<file path="src/rtl/i2c_master_burst.sv">
// i2c_master_burst
// Single-master I2C controller. One accepted command produces
// START, address + R/W, then 0..MAX_BYTES data bytes (write or read), then STOP.
// An address or write-data NACK aborts the burst and goes straight to STOP.
//
// Ports
//   clk, rst_n         : clock, synchronous active-low reset
//   start              : request a transfer, taken only while free=1
//   add_reg, R_W       : slave address (MSB first) and direction (1=read)
//   byte_cnt           : burst length, clamped to MAX_BYTES
//   wr_data / rd_data  : byte k at [k*DATA_LEN +: DATA_LEN]
//   sda_in             : sampled SDA line level
//   scl                : push-pull clock
//   sda_oe             : 1 pulls SDA low, 0 releases it
//   free, done, nack   : idle flag, end-of-transfer pulse, NACK-abort flag
module i2c_master_burst #(
    parameter int FREQ_DIFF = 4,
    parameter int ADDR_LEN  = 7,
    parameter int DATA_LEN  = 8,
    parameter int MAX_BYTES = 4,
    parameter int CNT_W     = $clog2(MAX_BYTES + 1)
) (
    input  logic                          clk,
    input  logic                          rst_n,
    input  logic                          start,
    input  logic [ADDR_LEN-1:0]           add_reg,
    input  logic                          R_W,
    input  logic [CNT_W-1:0]              byte_cnt,
    input  logic [DATA_LEN*MAX_BYTES-1:0] wr_data,
    input  logic                          sda_in,
    output logic                          scl,
    output logic                          sda_oe,
    output logic [DATA_LEN*MAX_BYTES-1:0] rd_data,
    output logic                          free,
    output logic                          done,
    output logic                          nack
);
    typedef enum logic [3:0] {
        S_IDLE, S_START, S_ADDR, S_AACK, S_WDATA, S_WACK, S_RDATA, S_RACK, S_STOP
    } state_t;

    localparam int QC_W  = (FREQ_DIFF > 1) ? $clog2(FREQ_DIFF) : 1;
    localparam int BIT_W = $clog2(((ADDR_LEN > DATA_LEN) ? ADDR_LEN : DATA_LEN) + 1);
    localparam logic [QC_W-1:0] QC_LAST = QC_W'(FREQ_DIFF - 1);

    state_t                        state_q, state_d;
    logic [QC_W-1:0]               qcnt_q;
    logic [1:0]                    quarter_q;
    logic [BIT_W-1:0]              bit_q;
    logic [CNT_W-1:0]              byte_q, nbytes_q;
    logic [ADDR_LEN:0]             addr_q;     // {address, R/W}, sent MSB first
    logic [DATA_LEN-1:0]           cur_q;      // write: outgoing byte; read: incoming byte
    logic [DATA_LEN*MAX_BYTES-1:0] wr_sh_q;    // remaining write bytes, next one in the low byte
    logic                          rw_q, ack_q, nack_q, done_q;

    logic tick, bit_end, sample_pt, accept, addr_last, data_last, byte_last, scl_mid;

    assign tick      = (qcnt_q == QC_LAST);
    assign bit_end   = tick && (quarter_q == 2'd3);
    assign sample_pt = tick && (quarter_q == 2'd1);
    assign accept    = (state_q == S_IDLE) && start;
    assign addr_last = (bit_q == BIT_W'(ADDR_LEN));
    assign data_last = (bit_q == BIT_W'(DATA_LEN - 1));
    assign byte_last = (byte_q == nbytes_q - CNT_W'(1));
    assign scl_mid   = quarter_q[0] ^ quarter_q[1];   // high during q1 and q2

    // State register
    always_ff @(posedge clk) begin
        if (!rst_n) state_q <= S_IDLE;
        else        state_q <= state_d;
    end

    // Next-state logic; ack_q holds the level sampled in q1 of the current bit
    always_comb begin
        state_d = state_q;
        case (state_q)
            S_IDLE:  if (start) state_d = S_START;
            S_START: if (bit_end) state_d = S_ADDR;
            S_ADDR:  if (bit_end && addr_last) state_d = S_AACK;
            S_AACK:  if (bit_end) begin
                if (ack_q || nbytes_q == '0) state_d = S_STOP;
                else if (rw_q)               state_d = S_RDATA;
                else                         state_d = S_WDATA;
            end
            S_WDATA: if (bit_end && data_last) state_d = S_WACK;
            S_WACK:  if (bit_end) state_d = (ack_q || byte_last) ? S_STOP : S_WDATA;
            S_RDATA: if (bit_end && data_last) state_d = S_RACK;
            S_RACK:  if (bit_end) state_d = byte_last ? S_STOP : S_RDATA;
            S_STOP:  if (bit_end) state_d = S_IDLE;
            default: state_d = S_IDLE;
        endcase
    end

    // Output logic: line levels follow purely from state and quarter
    always_comb begin
        scl    = 1'b1;
        sda_oe = 1'b0;
        case (state_q)
            S_START: begin
                scl    = (quarter_q != 2'd3);
                sda_oe = quarter_q[1];            // SDA falls in q2 with SCL high
            end
            S_STOP: begin
                scl    = (quarter_q != 2'd0);
                sda_oe = ~quarter_q[1];           // SDA rises in q2 with SCL high
            end
            S_ADDR: begin
                scl    = scl_mid;
                sda_oe = ~addr_q[ADDR_LEN];
            end
            S_WDATA: begin
                scl    = scl_mid;
                sda_oe = ~cur_q[DATA_LEN-1];
            end
            S_AACK, S_WACK, S_RDATA: scl = scl_mid;
            S_RACK: begin
                scl    = scl_mid;
                sda_oe = ~byte_last;              // ACK all but the final read byte
            end
            default: ;
        endcase
    end

    assign free = (state_q == S_IDLE);
    assign done = done_q;
    assign nack = nack_q;

    // Bit timing and data path
    always_ff @(posedge clk) begin
        if (!rst_n) begin
            qcnt_q    <= '0;
            quarter_q <= 2'd0;
            bit_q     <= '0;
            byte_q    <= '0;
            nbytes_q  <= '0;
            addr_q    <= '0;
            cur_q     <= '0;
            wr_sh_q   <= '0;
            rw_q      <= 1'b0;
            ack_q     <= 1'b0;
            nack_q    <= 1'b0;
            done_q    <= 1'b0;
        end else begin
            done_q <= (state_q == S_STOP) && bit_end;
            if (accept) begin
                qcnt_q    <= '0;
                quarter_q <= 2'd0;
                bit_q     <= '0;
                byte_q    <= '0;
                nbytes_q  <= (byte_cnt > CNT_W'(MAX_BYTES)) ? CNT_W'(MAX_BYTES) : byte_cnt;
                addr_q    <= {add_reg, R_W};
                wr_sh_q   <= wr_data;
                rw_q      <= R_W;
                nack_q    <= 1'b0;
            end else if (state_q != S_IDLE) begin
                qcnt_q <= tick ? '0 : qcnt_q + QC_W'(1);
                if (tick) quarter_q <= quarter_q + 2'd1;
                if (sample_pt) begin
                    ack_q <= sda_in;
                    if (state_q == S_RDATA) cur_q <= {cur_q[DATA_LEN-2:0], sda_in};
                end
                if (bit_end) begin
                    case (state_q)
                        S_ADDR: begin
                            addr_q <= {addr_q[ADDR_LEN-1:0], 1'b0};
                            bit_q  <= addr_last ? '0 : bit_q + BIT_W'(1);
                        end
                        S_AACK: begin
                            bit_q  <= '0;
                            byte_q <= '0;
                            if (ack_q) nack_q <= 1'b1;
                            else if (!rw_q && nbytes_q != '0) begin
                                cur_q   <= wr_sh_q[DATA_LEN-1:0];
                                wr_sh_q <= wr_sh_q >> DATA_LEN;
                            end
                        end
                        S_WDATA: begin
                            cur_q <= {cur_q[DATA_LEN-2:0], 1'b0};
                            bit_q <= data_last ? '0 : bit_q + BIT_W'(1);
                        end
                        S_WACK: begin
                            if (ack_q) nack_q <= 1'b1;
                            else if (!byte_last) begin
                                byte_q  <= byte_q + CNT_W'(1);
                                cur_q   <= wr_sh_q[DATA_LEN-1:0];
                                wr_sh_q <= wr_sh_q >> DATA_LEN;
                            end
                        end
                        S_RDATA: bit_q <= data_last ? '0 : bit_q + BIT_W'(1);
                        S_RACK:  if (!byte_last) byte_q <= byte_q + CNT_W'(1);
                        default: ;
                    endcase
                end
            end
        end
    end

    // Read bytes: each slot updates only when its own byte completes,
    // so bytes beyond the current burst keep their earlier contents.
    generate
        for (genvar gi = 0; gi < MAX_BYTES; gi++) begin : g_rd
            logic [DATA_LEN-1:0] rd_byte_q;
            always_ff @(posedge clk) begin
                if (!rst_n) rd_byte_q <= '0;
                else if (state_q == S_RDATA && bit_end && data_last && byte_q == CNT_W'(gi))
                    rd_byte_q <= cur_q;
            end
            assign rd_data[gi*DATA_LEN +: DATA_LEN] = rd_byte_q;
        end
    endgenerate
endmodule

</file>
<file path="config.mk">
export PLATFORM = sky130hd
export DESIGN_NAME = i2c_master_burst
export DESIGN_NICKNAME = d
export VERILOG_FILES = /design/src/rtl/i2c_master_burst.sv
export SDC_FILE = /design/constraint.sdc
export NUM_CORES = 1
export LEC_CHECK = 0
export ABC_AREA = 0
export BUFFER_PORTS_ARGS = -buffer_cell sky130_fd_sc_hd__buf_4
export CAP_MARGIN = 20
export CORE_MARGIN = 8
export CORE_UTILIZATION = 35
export DETAILED_ROUTE_END_ITERATION = 12
export PLACE_DENSITY = 0.54
export SLEW_MARGIN = 20
export SYNTH_ARGS = -nofsm -noshare
export SYNTH_HDL_FRONTEND = slang
export SYNTH_SLANG_ARGS = --single-unit
</file>
<file path="constraint.sdc">
create_clock -name clk -period 1.82 [get_ports clk]
set_clock_uncertainty 0.1 [all_clocks]
set_input_delay 0.182 -clock clk [delete_from_list [all_inputs] [get_ports clk]]
set_output_delay 0.182 -clock clk [all_outputs]
set_load 0.02 [all_outputs]
</file>
# After elaboration in Yosys (flattened, before gate mapping)
# Cells that the tools add are included.
# word_totals
reg_bits,102
in_bits,47
out_inout_bits,37
elab_cells,144
# classes
add_sub_neg,5
order_cmp,1
eq_ne,31
mux,43
bitwise_logic,7
n_reduce_logical,40
# ops
cell,count
32-bit 2-to-1 mux,7
8-bit 2-to-1 mux,11
32-bit one-hot mux with 2 select lines,1
4-bit 2-to-1 mux,13
4-bit one-hot mux with 9 select lines,1
8-bit one-hot mux with 3 select lines,1
2-bit inequality test (second input constant),11
4-bit by 3-bit == test with 1-bit output (second input constant),5
1-bit logical AND,12
3-bit inequality test (second input constant),4
2-bit nonzero test,5
3-bit 2-to-1 mux,3
3-bit one-hot mux with 3 select lines,1
3-bit AND reduction,3
9-bit AND reduction,1
3-bit nonzero test,3
4-bit by 2-bit == test with 1-bit output (second input constant),2
4-bit one-hot mux with 2 select lines,1
4-bit AND reduction,2
7-bit AND reduction,1
3-bit by 2-bit == test with 1-bit output (second input constant),2
3-bit logical NOT,2
1-bit inverter,6
6-bit OR reduction,1
other kinds (22),28

# Depth between registers and ports, before layout
# depth
ltp_word,8
depth_mapped,9
mapped_depth_nobuf,7

# Worst setup path before layout
# OpenSTA, ideal clock, no wires.
# synth_timing
path_type,register to register
startpoint,register state_q[2]
endpoint,register state_q[1]
setup_ps,119
arrival_ps,1758
required_time_ps,1601
setup_slack_ps,-157
path_stages_with_launch,9
path_buffers,2
synth_period_minus_slack_ps,1977
path_cell_list,dfxtp_1 -> or4_1 -> buf_2 -> inv_4 -> and2_1 -> buf_6 -> a211o_4 -> nand3_2 -> o221a_2
# synth_via
elab_chain_cells,3
elab_cells_between_ends,20
classes_between,eq/ne: 17; mux: 1; reduce/logical: 2
# synth_lines
element,line_no,text
"start, declared",46,"state_t state_q, state_d;"
"start signal, assigned",70,else state_q <= state_d;
4-bit by 2-bit == test with 1-bit output (tied with other cells),76,case (state_q)
2-bit inequality test (no source line),n/a,
9-bit AND reduction (no source line),n/a,
# Parallel ways exist; a longest one is shown, timed or not.
# A chain may end at the register's enable or synchronous reset.

# Worst setup path in the final report
# layout_timing
startpoint,register nbytes_q[0]
endpoint,output port sda_oe
# layout_via
elab_chain_cells,4
# layout_lines
element,line_no,text
"start, declared",50,"logic [CNT_W-1:0] byte_q, nbytes_q;"
"start signal, assigned",150,nbytes_q <= (byte_cnt > CNT_W'(MAX_BYTES)) ? CNT_W'(MAX_BYTES) : byte_cnt;
3-bit by 1-bit subtractor with 3-bit output,64,assign byte_last = (byte_q == nbytes_q - CNT_W'(1));
3-bit == test,64,
1-bit inverter,118,sda_oe = ~byte_last;
1-bit one-hot mux with 5 select lines,98,case (state_q)
"end, declared",32,"output logic sda_oe,"
# Every way passes these cells.

==> flow_summary.ini <==
[sta]
worst_pin_slew_ps = 476
rsz0062_at_grt = yes
worst_slack_ps = -193
hold_ws_ps = -0.524
max_freq_mhz = 497
fin_crit_ps = 2010
finalCritPeriodShare_pct = 111
finalSetupViolations = 89
finalHoldViolations = 1
drv_slew = 0
slew_headroom_pct = 68.0

[global_routing]
gr-total-overflow = 0
grt_pass1_vias = 4568
track_usage_pct = 15.9
grt_max_degree = 37
antenna_found_initial = 0
grt_pass1_wl_microns = 23400

[synthesis]
synth-edff-count = 0
synthArstFlopShare_pct = 0
synthesis.area_sq_um = 4880
netlist-cell-type-count = 58
syn_inst = 569
synth_ff_type = dfxtp_1
synth_nets = 628
yosys_register_bits = 102
ys_warn_count = 0
syn_avg_cell_area_sq_um = 8.58
seq_area_frac_synth_pct = 41.8

[final_layout]
multi_input_area_sq_um = 3170
final_util_pct = 55.4
fill_cells = 1270
synthToLayoutAreaGrowth_pct = 56.3
antenna_cells = 0
final_nets = 791
drive_gt1_share_pct = 45.7
final-seq-area_sq_um = 2060

[pwr]
switchingPower_mw = 2.73
power_frac_seq_pct = 36.2
p_leak_nw = 3.04
power_frac_comb_pct = 39.4
ir_worst_vdd_mv = 0.512
p_sw_share_pct = 33.7
p_per_area_nw_per_um2 = 1060
internal_power_mw = 5.36
p_clk_share_pct = 24.5

[route]
drt_iter0_markers = 275
drc = 0
via_per_inst = 5.11
dr.pass1.iters = 5
routed_wl_microns = 14700
wl_per_cell_microns = 16.1
vias = 4680
final_antenna_net_count = 0

[clocking]
cts_tree = built
cts_buffers = 9
cts_sinks = 102
clockRootBuffer = clkbuf_16
clk_pin_slew_worst_paths_ps = 70
htreeDepth = 3
clockBufferDepth = 2
clkLatencyLatePin_ps = 350

[critical_path]
r2r_end = wr_sh_q[6]$_SDFFE_PN0P_
required_ps = 1540
worstSetupPathType = flip-flop to output port
path_max_fanout = 3
ff2ff_path_depth = 8
rrSetupSlack_ps = -180
r2r-start = nbytes_q[0]$_SDFFE_PN0P_
cp-end-kind = output port
critPathLaunchType = flip-flop
cp.arrival_ps = 1730

[outcome]
violations = hold timing, setup timing
status = finished with violations

[placed_design]
hpwl_microns = 9580
pre_cts_slack_ps = -211
gp_congestion = 0.799
port_buffers = 83

[worst_hold_path]
hold_path_startpoint = wr_data[14]
hp-class = input pin to flip-flop
hold_depth = 3
hold_end = wr_sh_q[14]$_SDFFE_PN0P_

[floorplan]
die_y_microns = 134
ios = 84
initial_core_util_pct = 35.4
fp.dieW_microns = 134
fp-row-count = 43
die_area_sq_um = 18000
coreArea_sq_um = 13800

[flow_run]
maxCapViolations = 0
repair_timing:
item | 4_1_cts | 5_1_grt
hold endpoints to repair | 10 | 0
hold buffers | 10 | 0
resized for setup | 87 | 120
setup buffers | 15 | 19
cloned | 4 | 2
pin swaps | 29 | 65
setup endpoints to repair | 98 | 98
per-stage QoR:
| stage | total power [mW] | TNS (ps) | cell area, sq um | cells |
|---|---|---|---|---|
| 6_report | 8.08 | -8200 | 7620 | 916 |
| 5_1_grt | 8.54 | -16140 | 7620 | 916 |
| 2_1_floorplan | 4.23 | -1490 | 4980 | 569 |
| 3_3_place_gp | 5.06 | -7540 | 6210 | 855 |
| 4_1_cts | 7.65 | -4750 | 7130 | 899 |
| 3_5_place_dp | 5.10 | -10100 | 6210 | 855 |
power groups by stage:
stage	combinational [mW]	sequential [mW]	clock, mW
finish	3.18	2.92	1.98
global route	3.42	2.98	2.13
CTS	2.77	2.87	2.02
global placement	2.17	2.90	0
floorplan	1.44	2.79	0
detailed placement	2.19	2.91	0
cell families (layout without fill, tap and decap cells):
kind of cell,Yosys count,count (layout),synth area share (%)
simple gates,210,210,20.5
flops,102,102,41.8
mux,18,18,3.90
fa+ha+maj,12,12,3.08
xor+xnor,4,4,1.00
compound gates,175,175,24.7
buf+inv,48,215,4.95
registers in the layout, summed over array words and instances, names as in the netlist:
register	flops
nbytes_q	3
wr_sh_q	32
nack	1
done	1
addr_q	8
byte_q	3
quarter_q	2
ack_q	1
state_q	4
bit_q	4
cur_q	8
g_rd.rd_byte_q	32
rw_q	1
qcnt_q	2
worst max-delay path: stages (launching register included):
cell and delay, ps:
dfxtp_2 330, inv_2 50, ha_4 290, xor2_4 210, nand3_4 120, nand3_4 130
o311ai_4 100, buf_6 150
placed cells by master (no fill, tap or decap), types with 3 or more instances in the layout:
master	n
nand3_1	27
nand2_2	30
nand4bb_4	3
nor2_1	16
mux2_2	8
a21boi_1	33
ha_1	8
o21ai_1	6
nor3_1	3
nor2b_1	12
ha_4	4
a21boi_0	11
a22oi_2	8
dfxtp_1	92
dlygate4sd3_1	10
o21ai_0	17
a21boi_2	9
nand2_4	9
dfxtp_4	3
a21oi_2	12
nand3_2	7
clkbuf_16	11
buf_6	20
and2_4	5
a22oi_1	16
inv_1	4
o211a_1	7
a21oi_1	21
inv_2	3
buf_12	16
nand3b_1	5
buf_4	139
nor2_2	4
nand2_1	66
o22ai_1	15
mux2i_1	9
dfxtp_2	7
routing by layer:
metal  part of all wire (%)  vias up  track usage, %
li1                       -     2356               -
met1                     47     2205            21.2
met2                     47      103            24.8
met3                    5.1       16            3.40
met4                    1.6        0            5.61
met5                      0        -               0
layout make-up:
class,count,area share (%)
clock inverter,4,0.722
inverter,9,0.574
clock buffer,11,3.18
tap,180,2.95
timing repair buffer,191,23.9
sequential,102,27.0
multi-input combinational,419,41.6
cells in the mapped netlist (6+ instances only):
| master | number | area share (%) |
|---|---|---|
| a21boi_0 | 43 | 6.6 |
| a21boi_1 | 10 | 1.5 |
| a21oi_1 | 33 | 3.4 |
| a22oi_1 | 24 | 3.7 |
| and2_1 | 6 | 0.77 |
| buf_2 | 11 | 1.1 |
| buf_4 | 8 | 1.2 |
| clkbuf_1 | 18 | 1.4 |
| dfxtp_1 | 102 | 42 |
| ha_1 | 12 | 3.1 |
| inv_1 | 8 | 0.62 |
| mux2_2 | 8 | 1.8 |
| mux2i_1 | 10 | 2.1 |
| nand2_1 | 105 | 8.1 |
| nand3_1 | 35 | 3.6 |
| nor2_1 | 22 | 1.7 |
| nor2b_1 | 12 | 1.5 |
| o211a_1 | 7 | 1.4 |
| o21ai_0 | 23 | 2.4 |
| o22ai_1 | 15 | 1.9 |
how the worst max path moves through the flow:
stage                              from                                end  slack [ps]  cells after the start
6_report       nbytes_q[0]$_SDFFE_PN0P_                             sda_oe        -190                      7
5_1_grt        nbytes_q[0]$_SDFFE_PN0P_           wr_sh_q[22]$_SDFFE_PN0P_        -280                      8
4_1_cts        nbytes_q[0]$_SDFFE_PN0P_                             sda_oe        -180                      7
3_5_place_dp    state_q[0]$_SDFFE_PN0P_             byte_q[1]$_SDFFE_PP0P_        -210                      6
3_3_place_gp     qcnt_q[0]$_SDFFE_PP0P_  g_rd[1].rd_byte_q[5]$_SDFFE_PN0P_        -180                      7
2_1_floorplan   state_q[2]$_SDFFE_PN0P_            state_q[1]$_SDFFE_PN0P_        -110                      8
(Power assumes the default switching activity.)
